**config.mk**
```make
export PLATFORM = sky130hd
export DESIGN_NAME = bnn_layer_scheduler
export DESIGN_NICKNAME = d
export VERILOG_FILES = /design/src/rtl/bnn_layer_scheduler.sv
export SDC_FILE = /design/constraint.sdc
export NUM_CORES = 1
export LEC_CHECK = 0
export ABC_AREA = 1
export CORE_MARGIN = 2
export CORE_UTILIZATION = 40
export CTS_CLUSTER_SIZE = 14
export DETAILED_ROUTE_END_ITERATION = 10
export DONT_BUFFER_PORTS = 1
export MAX_ROUTING_LAYER = met4
export SYNTH_ARGS = -nofsm -noshare
export SYNTH_HDL_FRONTEND = slang
export SYNTH_SLANG_ARGS = --single-unit
```
**constraint.sdc**
```tcl
create_clock -name clk -period 6.1 [get_ports clk]
set_clock_uncertainty 0.15 [all_clocks]
set_input_delay 0.61 -clock clk [delete_from_list [all_inputs] [get_ports clk]]
set_output_delay 0.61 -clock clk [all_outputs]
set_load 0.02 [all_outputs]
```
**src/rtl/bnn_layer_scheduler.sv**
```systemverilog
// Binarized fully-connected layer sequencer: loads the input bit-vector byte
// by byte, streams weight bytes neuron-major from a synchronous ROM, forms
// XNOR-popcount scores per neuron and reports the argmax over valid/ready.
module bnn_layer_scheduler #(
  parameter int IN_BITS   = 64,
  parameter int N_NEURONS = 10,
  localparam int CHUNKS   = IN_BITS / 8,
  localparam int ACC_W    = $clog2(IN_BITS + 1),
  localparam int CLS_W    = (N_NEURONS > 1) ? $clog2(N_NEURONS) : 1,
  localparam int AW       = ((N_NEURONS * CHUNKS) > 1) ? $clog2(N_NEURONS * CHUNKS) : 1
) (
  input  logic             clk,
  input  logic             rst_n,
  input  logic [7:0]       in_data,
  input  logic             in_valid,
  output logic             in_ready,
  output logic [AW-1:0]    w_addr,
  output logic             w_en,
  input  logic [7:0]       w_data,
  output logic             busy,
  output logic             result_valid,
  input  logic             result_ready,
  output logic [CLS_W-1:0] result_class,
  output logic [ACC_W-1:0] result_score
);

  localparam int CW    = (CHUNKS > 1) ? $clog2(CHUNKS) : 1;
  localparam int TOTAL = N_NEURONS * CHUNKS;

  typedef enum logic [1:0] {IDLE, LOAD, COMPUTE, RESULT} state_t;

  state_t                state;
  logic [CW-1:0]         load_cnt;
  logic [IN_BITS-1:0]    in_vec;

  // Issue stage (p0): read-address counters
  logic [CW-1:0]         chunk_p0;
  logic [CLS_W-1:0]      neuron_p0;

  // Data stage (p1): tags aligned with w_data
  logic                  vld_p1;
  logic [CW-1:0]         chunk_p1;
  logic [CLS_W-1:0]      neuron_p1;
  logic [7:0]            in_byte_p1;
  logic [ACC_W-1:0]      score_p1;

  // Accumulate/argmax stage (p2)
  logic [ACC_W-1:0]      acc_p2;
  logic [ACC_W-1:0]      best_score;
  logic [CLS_W-1:0]      best_class;
  logic                  done_p2;

  logic                  in_fire;
  logic                  last_byte;

  function automatic logic [3:0] popcnt8(input logic [7:0] b);
    logic [3:0] n;
    n = '0;
    for (int i = 0; i < 8; i++) n = n + {3'b000, b[i]};
    return n;
  endfunction

  assign in_fire   = in_valid && in_ready;
  assign last_byte = (load_cnt == CW'(CHUNKS - 1));

  // Store each accepted byte at its slot of the input vector
  always_ff @(posedge clk) begin
    if (in_fire) begin
      for (int k = 0; k < CHUNKS; k++) begin
        if (load_cnt == CW'(k)) in_vec[8*k +: 8] <= in_data;
      end
    end
  end

  // Select the input byte matching the chunk of the returning weight byte
  always_comb begin
    in_byte_p1 = in_vec[7:0];
    for (int k = 0; k < CHUNKS; k++) begin
      if (chunk_p1 == CW'(k)) in_byte_p1 = in_vec[8*k +: 8];
    end
  end

  // Running score including this chunk; a neuron's first chunk restarts from zero
  always_comb begin
    score_p1 = ((chunk_p1 == '0) ? '0 : acc_p2)
             + ACC_W'(popcnt8(~(w_data ^ in_byte_p1)));
  end

  // Control FSM with registered handshake, busy and address outputs
  always_ff @(posedge clk or negedge rst_n) begin
    if (!rst_n) begin
      state        <= IDLE;
      in_ready     <= 1'b1;
      busy         <= 1'b0;
      result_valid <= 1'b0;
      result_class <= '0;
      result_score <= '0;
      load_cnt     <= '0;
      w_en         <= 1'b0;
      w_addr       <= '0;
      chunk_p0     <= '0;
      neuron_p0    <= '0;
    end else begin
      case (state)
        IDLE, LOAD: begin
          if (in_fire) begin
            busy <= 1'b1;
            if (last_byte) begin
              state     <= COMPUTE;
              in_ready  <= 1'b0;
              load_cnt  <= '0;
              w_en      <= 1'b1;
              w_addr    <= '0;
              chunk_p0  <= '0;
              neuron_p0 <= '0;
            end else begin
              state    <= LOAD;
              load_cnt <= load_cnt + 1'b1;
            end
          end
        end
        COMPUTE: begin
          if (w_en) begin
            if (w_addr == AW'(TOTAL - 1)) begin
              w_en <= 1'b0;
            end else begin
              w_addr <= w_addr + 1'b1;
              if (chunk_p0 == CW'(CHUNKS - 1)) begin
                chunk_p0  <= '0;
                neuron_p0 <= neuron_p0 + 1'b1;
              end else begin
                chunk_p0 <= chunk_p0 + 1'b1;
              end
            end
          end
          if (done_p2) begin
            state        <= RESULT;
            busy         <= 1'b0;
            result_valid <= 1'b1;
            result_class <= best_class;
            result_score <= best_score;
          end
        end
        RESULT: begin
          if (result_ready) begin
            state        <= IDLE;
            result_valid <= 1'b0;
            in_ready     <= 1'b1;
          end
        end
        default: state <= IDLE;
      endcase
    end
  end

  // Score pipeline: tag each read, accumulate on return, track argmax
  always_ff @(posedge clk or negedge rst_n) begin
    if (!rst_n) begin
      vld_p1     <= 1'b0;
      chunk_p1   <= '0;
      neuron_p1  <= '0;
      acc_p2     <= '0;
      best_score <= '0;
      best_class <= '0;
      done_p2    <= 1'b0;
    end else begin
      // p0 -> p1
      vld_p1    <= w_en;
      chunk_p1  <= chunk_p0;
      neuron_p1 <= neuron_p0;
      // p1 -> p2
      done_p2   <= 1'b0;
      if (vld_p1) begin
        acc_p2 <= score_p1;
        if (chunk_p1 == CW'(CHUNKS - 1)) begin
          if ((neuron_p1 == '0) || (score_p1 > best_score)) begin
            best_score <= score_p1;
            best_class <= neuron_p1;
          end
          if (neuron_p1 == CLS_W'(N_NEURONS - 1)) done_p2 <= 1'b1;
        end
      end
    end
  end

endmodule

```
==> results of run 1 <==
## per-layer routing
| metal | global-route usage | wire length, um | share of wire | vias to the layer above |
|---|---|---|---|---|
| met5 | - | 0 | 0 | - |
| met4 | 0.0575 | 116 | 0.0093 | 0 |
| met3 | 0.0492 | 639 | 0.051 | 11 |
| met2 | 0.262 | 6040 | 0.48 | 100 |
| met1 | 0.213 | 5680 | 0.46 | 1998 |
| li1 | - | - | - | 2019 |
## per-stage QoR
stage	cell area (um^2)	total power, mW	hold slack (ns)	std cells	util
CTS	6770	3.11	0.122	806	0.468
global route	6990	3.40	0.115	820	0.483
global placement	6180	2.10	0.166	772	0.427
detailed placement	6180	2.15	0.165	772	0.427
finish	6990	3.16	0.134	821	0.483
floorplan	5910	1.86	0.164	584	-
## layout by cell type, fill, tap and decap left out, types with 3 or more instances in the layout
master	n
nor3_4	5
or2_2	8
ha_1	23
nand3b_1	5
xor2_1	3
clkinv_4	6
o21ai_2	6
inv_6	4
mux2_2	5
fa_1	3
o21ai_0	29
buf_4	22
inv_4	4
nor2_2	3
clkbuf_16	17
edfxtp_1	64
a21oi_1	19
inv_1	64
nor2_4	3
inv_8	3
dfrtp_2	3
nand3_1	38
or2_0	5
nor3_1	8
nor2_1	34
dfrtp_1	57
xnor2_1	3
nand2_1	146
nand4_1	10
inv_2	5
buf_6	4
## registers in the layout, indices dropped and copies added, names as in the netlist, 2 cells and up
name / flops
neuron_p0: 4
chunk_p1: 3
chunk_p0: 3
best_score: 7
result_class: 4
neuron_p1: 4
best_class: 4
acc_p2: 7
load_cnt: 3
result_score: 7
state: 2
in_vec: 64
w_addr: 7
## layout make-up
class,instances,area share
flip-flops and latches,125,0.494
multi-input cells,376,0.313
clock buffers,17,0.0608
inverters,74,0.0419
repair buffers,29,0.0383
well taps,184,0.0329
clock inverters,15,0.0188
diodes,1,0.000358
## timing repair
item	4_1_cts	5_1_grt
setup buffers	0	14
hold endpoints to repair	61	0
gates resized for setup	0	28
setup endpoints to repair	0	11
hold buffers	2	0
## cell families (layout without fill, tap and decap cells)
kind of cell / Yosys count / after routing / synth area share
multiplexers: 6 / 6 / 0.0112
flip-flops: 125 / 125 / 0.584
adder cells (fa/ha/maj): 28 / 28 / 0.0657
XOR/XNOR: 7 / 7 / 0.0104
AO/OA/AOI/OAI: 64 / 64 / 0.0623
other: 0 / 1 / 0
buffers and inverters: 83 / 135 / 0.0564
AND/OR/NAND/NOR: 271 / 271 / 0.210
## worst reg2reg max path: cells and delay by family, from the launching register on
kind | cells | cell delay (ns)
adder cells (fa/ha/maj) | 6 | 2.47
AO/OA/AOI/OAI | 3 | 0.23
buffers and inverters | 7 | 0.81
AND/OR/NAND/NOR | 12 | 1.46
flip-flops | 1 | 0.43
XOR/XNOR | 1 | 0.18
## worst max-delay path by stage
stage	slack (ns)	cells after the start	endpoint
3_3_place_gp	0.36	34	best_score[2]$_DFFE_PN0P_
6_report	0.28	29	best_score[3]$_DFFE_PN0P_
3_5_place_dp	0.18	31	best_score[3]$_DFFE_PN0P_
2_1_floorplan	0.66	35	best_score[1]$_DFFE_PN0P_
5_1_grt	-0.04	36	best_score[3]$_DFFE_PN0P_
4_1_cts	0.11	31	best_score[3]$_DFFE_PN0P_
## where the power goes
part | total, mW | internal (mW) | switching [mW]
Combinational | 1.11 | 0.425 | 0.690
Sequential | 1.11 | 1.01 | 0.0966
Clock | 0.939 | 0.534 | 0.405
==> metrics.md, run 1 <==
| Metric | Value |
|---|---|
| Port Buf Inserts | `0` |
| Clk_lat worst skew | `about 0.42 ns` |
| Yosys cell types | `40` |
| Die footprint | `between 15,000 and 20,000 um^2` |
| Setup TNS Final | `0 ns` |
| Largest net degree at the start of global routing | `slightly above 60` |
| Remaining global-route overflow | `0` |
| Synthesis-stage register bit count | `around 130` |
| CP delay by family, top | `adder cells` |
| Share of the synthesized area in the top cell type | `0.325` |
| Hold depth | `0` |
| CTS tree | `done` |
| Root Buffer | `clkbuf_16` |
| Pins Over Slew Limit | `0` |
| Final setup vio count | `0` |
| Pleak | `approximately 3.1 nW` |
| P&R area growth vs syn | `18.4%` |
| FILL cells | `between 1,000 and 1,500` |
| Gp weighted congestion | `0.840` |
| Post-Route WL | `roughly 12,000 um` |
| Min-Delay Startpoint | `in_data[7]` |
| PwrDens | `452 nW/um^2` |
| Critical Path Source Type | `flop` |
| HP Class | `input pin to flop` |
| Category of the most critical setup path | `flop to flop` |
| Worst slew margin | `0.131` |
| Yosys warning count | `0` |
| Max IR drop VDD | `~250 uV` |
| Register area | `about 3500 um^2` |
| Worst setup path startpoint | `chunk_p1[2]$_DFF_PN0_` |
| Worst-path clk slew | `0.06 ns` |
| Top FF cell, synth | `edfxtp_1` |
| Synth area leaders | `edfxtp_1 (33%), dfrtp_1 (25%), nand2_1 (9.4%), ha_1 (4.9%), inv_1 (4.1%)` |
| Synthesized net count | `~630` |
| First-pass GRT wire length | `20,200 um` |
| # nets final | `about 670` |
| Row Count | `44` |
| Crit Path Max Fanout | `11` |
| Post-synth EDFFs | `64` |
| DRT iter0 DRCs | `between 200 and 300` |
| Final worst slack | `approximately 0.28 ns` |
| H-tree lvl count | `4` |
| IO Pins | `42` |
| Via Count | `4,128` |
| Avg Vias per Cell | `just over 5` |
| WP buf/inv | `7` |
| Cell with the most instances after synthesis | `nand2_1` |
| Maxcap violations | `0` |
| Post-Syn Area per Cell | `approximately 10 um^2` |
| Fin crit period | `around 5.8 ns` |
| DRT Pass-1 Iters | `5` |
| R2r endpoint | `best_score[3]$_DFFE_PN0P_` |
| Slowest stage delay, CP | `0.54 ns` |
| Post-DP HPWL | `8780 um` |
| WP data required | `6.25 ns` |
| Share of cells above drive strength 1 | `0.176` |
| # DRC | `0` |
| Least-Margin Pin Slew | `~1.3 ns` |
| Sequential element share of the synthesized area | `0.584` |
| Hold Path Sink | `in_vec[39]$_DFFE_PP_` |
| Most frequent cells after synthesis | `nand2_1 (148), inv_1 (65), edfxtp_1 (64)` |
| Fmax | `172 MHz` |
| Post-route ant nets | `0` |
| Reg-to-Reg Start | `chunk_p1[2]$_DFF_PN0_` |
| Top cell by count, worst path | `nand2_1` |
| Mapped Area | `slightly below 6000 um^2` |
| TritonCTS Sinks | `125` |
| Clock buffer depth | `2` |
| Asr flop ratio synth | `0.488` |
| Pre-CTS setup slack | `~0.18 ns` |
| Core area | `14,500 um^2` |
| WL per Instance | `roughly 15 um` |
| Vias in the first global route | `4,063` |
| Reg2Reg Depth | `29` |
| Syn Inst Count | `584` |
| Crit. End Element | `flop` |
| Initial antenna violation count | `0` |
| Hold Fails Final Rpt | `0` |
| Global-route usage over all layers | `0.169` |
| Die Span Y | `126 um` |
| Multi-input gate area | `between 2000 and 2500 um^2` |
| Period utilization | `0.954` |
| Synth area leader | `edfxtp_1` |
| Status | `finished clean` |
| Die X | `126 um` |
| CP max-delay cell | `fa_1` |
| Worst EP arrival | `5.97 ns` |
| Worst reg2reg setup slack | `approximately 0.28 ns` |
| Starting density of the core | `0.408` |
| CTS buffer count | `17` |
Note: power is estimated with default switching activity, not from simulation.
==> run 2, diff against run 1 <==
- clock period: 6.1 -> 5.05 ns (I/O delays scaled with it)
==> metrics.md, run 2 (same netlist as run 1, synthesis figures left out) <==
| Metric | Value |
|---|---|
| Die Span Y | `between 100 and 150 um` |
| WP data required | `5.19 ns` |
| Failing checks | `negative setup slack` |
| Top cell by count, worst path | `nand2_1` |
| Setup TNS Final | `-5.66 ns` |
| Final setup vio count | `11` |
| PwrDens | `between 500 and 600 nW/um^2` |
| Final worst slack | `-0.552 ns` |
| Register area | `3450 um^2` |
| Largest net degree at the start of global routing | `62` |
| P_int | `~2.7 mW` |
| Post-Place Cell Area | `6480 um^2` |
| Max reg flops | `between 60 and 70` |
| Largest reg by FF count | `in_vec` |
| Fmax | `about 180 MHz` |
| Gp weighted congestion | `roughly 0.86` |
| Die X | `approximately 130 um` |
| Most common cell after layout, fill and taps aside | `nand2_1` |
| Core area | `between 10,000 and 15,000 um^2` |
| Die footprint | `~16,000 um^2` |
| Pleak | `3.34 nW` |
| Worst slew margin | `0.168` |
| Worst EP arrival | `roughly 5.7 ns` |
| CP max-delay cell | `fa_1` |
| Comb pwr share | `0.379` |
| Pins Over Slew Limit | `0` |
| Hold Fails Final Rpt | `0` |
| Row Count | `44` |
| Avg Vias per Cell | `approximately 4.9` |
| Post-Route WL | `12,500 um` |
| # nets final | `around 700` |
| Psw | `about 1.4 mW` |
| Clk_lat worst skew | `0.41 ns` |
| Global-route usage over all layers | `0.177` |
| P&R area growth vs syn | `23.9%` |
| Setup repair after global routing missed its margin | `yes` |
| IO Pins | `42` |
| Multi-input gate area | `about 2200 um^2` |
| Slowest stage delay, CP | `around 0.5 ns` |
| Crit Path Max Fanout | `5` |
| Least-Margin Pin Slew | `about 1.2 ns` |
| Total power | `4.05 mW` |
| Share of cells above drive strength 1 | `0.235` |
| Fin crit period | `~5.6 ns` |
| Most frequent cells in the layout | `nand2_1 (133), edfxtp_1 (64), inv_1 (62)` |
| Sequential share of power | `0.330` |
| H-tree lvl count | `4` |
| # DRC | `0` |
| Sw frac | `0.346` |
| Post-route ant nets | `0` |
| Critical Path Source Type | `flop` |
| Clock power share | `0.291` |
| Design area | `about 7300 um^2` |
| Starting density of the core | `0.408` |
| CTS tree | `done` |
| WL per Instance | `between 10 and 15 um` |
| Port Buf Inserts | `0` |
| Crit. End Element | `flop` |
| Worst reg2reg setup slack | `-0.55 ns` |
| Pre-CTS setup slack | `-0.496 ns` |
| Category of the most critical setup path | `flop to flop` |
| Remaining global-route overflow | `0` |
| First-pass GRT wire length | `roughly 21,000 um` |
| Status | `finished, violations left` |
| HP Class | `input pin to flop` |
| DRT iter0 DRCs | `190` |
| Antenna diodes | `0` |
| TritonCTS Sinks | `roughly 130` |
| Vias in the first global route | `between 4,000 and 5,000` |
| Clock buffer depth | `2` |
| Root Buffer | `clkbuf_16` |
| Max IR drop VDD | `around 330 uV` |
| Maxcap violations | `0` |
| Period utilization | `1.11` |
| Via Count | `4,161` |
| CTS buffer count | `17` |
| FILL cells | `approximately 1,300` |
| Worst-path clk slew | `0.05 ns` |
| Post-DP HPWL | `9030 um` |
| Post-layout util | `0.505` |
| Initial antenna violation count | `0` |
| DRT Pass-1 Iters | `4` |
==> run 2: cell types whose count changed in the layout (fill, tap and decap cells not counted), moves of 4 or more <==
cell / delta
buf_4: +26
nand2_1: -13
nand2_2: +13
buf_6: +7
clkinv_4: -5
inv_2: +5
clkinv_2: +4
inv_6: -4
==> run 2: worst paths after layout <==
| check | cells after the start | startpoint | to |
|---|---|---|---|
| worst min register to register | 0 | neuron_p0[3]$_DFFE_PN0P_ | neuron_p1[3]$_DFF_PN0_ |
| worst max register to register | 36 | chunk_p1[0]$_DFF_PN0_ | best_class[3]$_DFFE_PN0P_ |
| worst min-delay path | 0 | in_data[6] | in_vec[14]$_DFFE_PP_ |
| max in group asynchronous | 2 | rst_n | in_ready$_DFFE_PN1P_ |
| worst max-delay path | 36 | chunk_p1[0]$_DFF_PN0_ | best_class[3]$_DFFE_PN0P_ |
| min in group asynchronous | 2 | rst_n | acc_p2[0]$_DFFE_PN0P_ |
==> run 2: metrics by stage <==
step,hold slack [ns],cells
6_report,0.0418,853
5_1_grt,0.0149,853
4_1_cts,0.0199,844
3_5_place_dp,0.0604,807
3_3_place_gp,0.0606,807
2_1_floorplan,0.0594,584
==> run 2: what timing repair did <==
action                                  in CTS  in global routing
hold endpoints to repair                    61                  0
gates resized for setup                     10                 31
pin swaps                                    0                  2
hold buffers                                 2                  0
gates cloned                                 0                  2
endpoints found under the setup margin      11                 12
setup buffers                                4                  7
==> run 2: power groups by stage <==
stage	Sequential [mW]	Combinational, mW	Clock, mW
global route	1.36	1.76	1.25
detailed placement	1.36	1.42	0
floorplan	1.33	0.927	0
CTS	1.34	1.45	1.20
global placement	1.35	1.35	0
finish	1.34	1.53	1.18
==> run 2: cell type report <==
type                    count  area share
multi-input cells         377       0.306
clock inverters             6     0.00787
inverters                  74      0.0386
clock buffers              25      0.0722
well taps                 184      0.0315
repair buffers             61      0.0713
repair inverters            1    0.000855
flip-flops and latches    125       0.472
==> run 2: routing by layer <==
metal,vias to the layer above,track usage,part of all wire
li1,2092,-,-
met3,6,0.0488,0.047
met1,1995,0.231,0.47
met4,0,0.0542,0.0057
met5,-,-,0
met2,68,0.271,0.48
==> run 2: worst max-delay path, delay by kind of cell, from the launching register on <==
family,cells,cell delay (ns)
XOR/XNOR,1,0.20
adder cells (fa/ha/maj),6,2.36
buffers and inverters,7,0.59
AO/OA/AOI/OAI,3,0.21
flip-flops,1,0.43
AND/OR/NAND/NOR,19,1.54
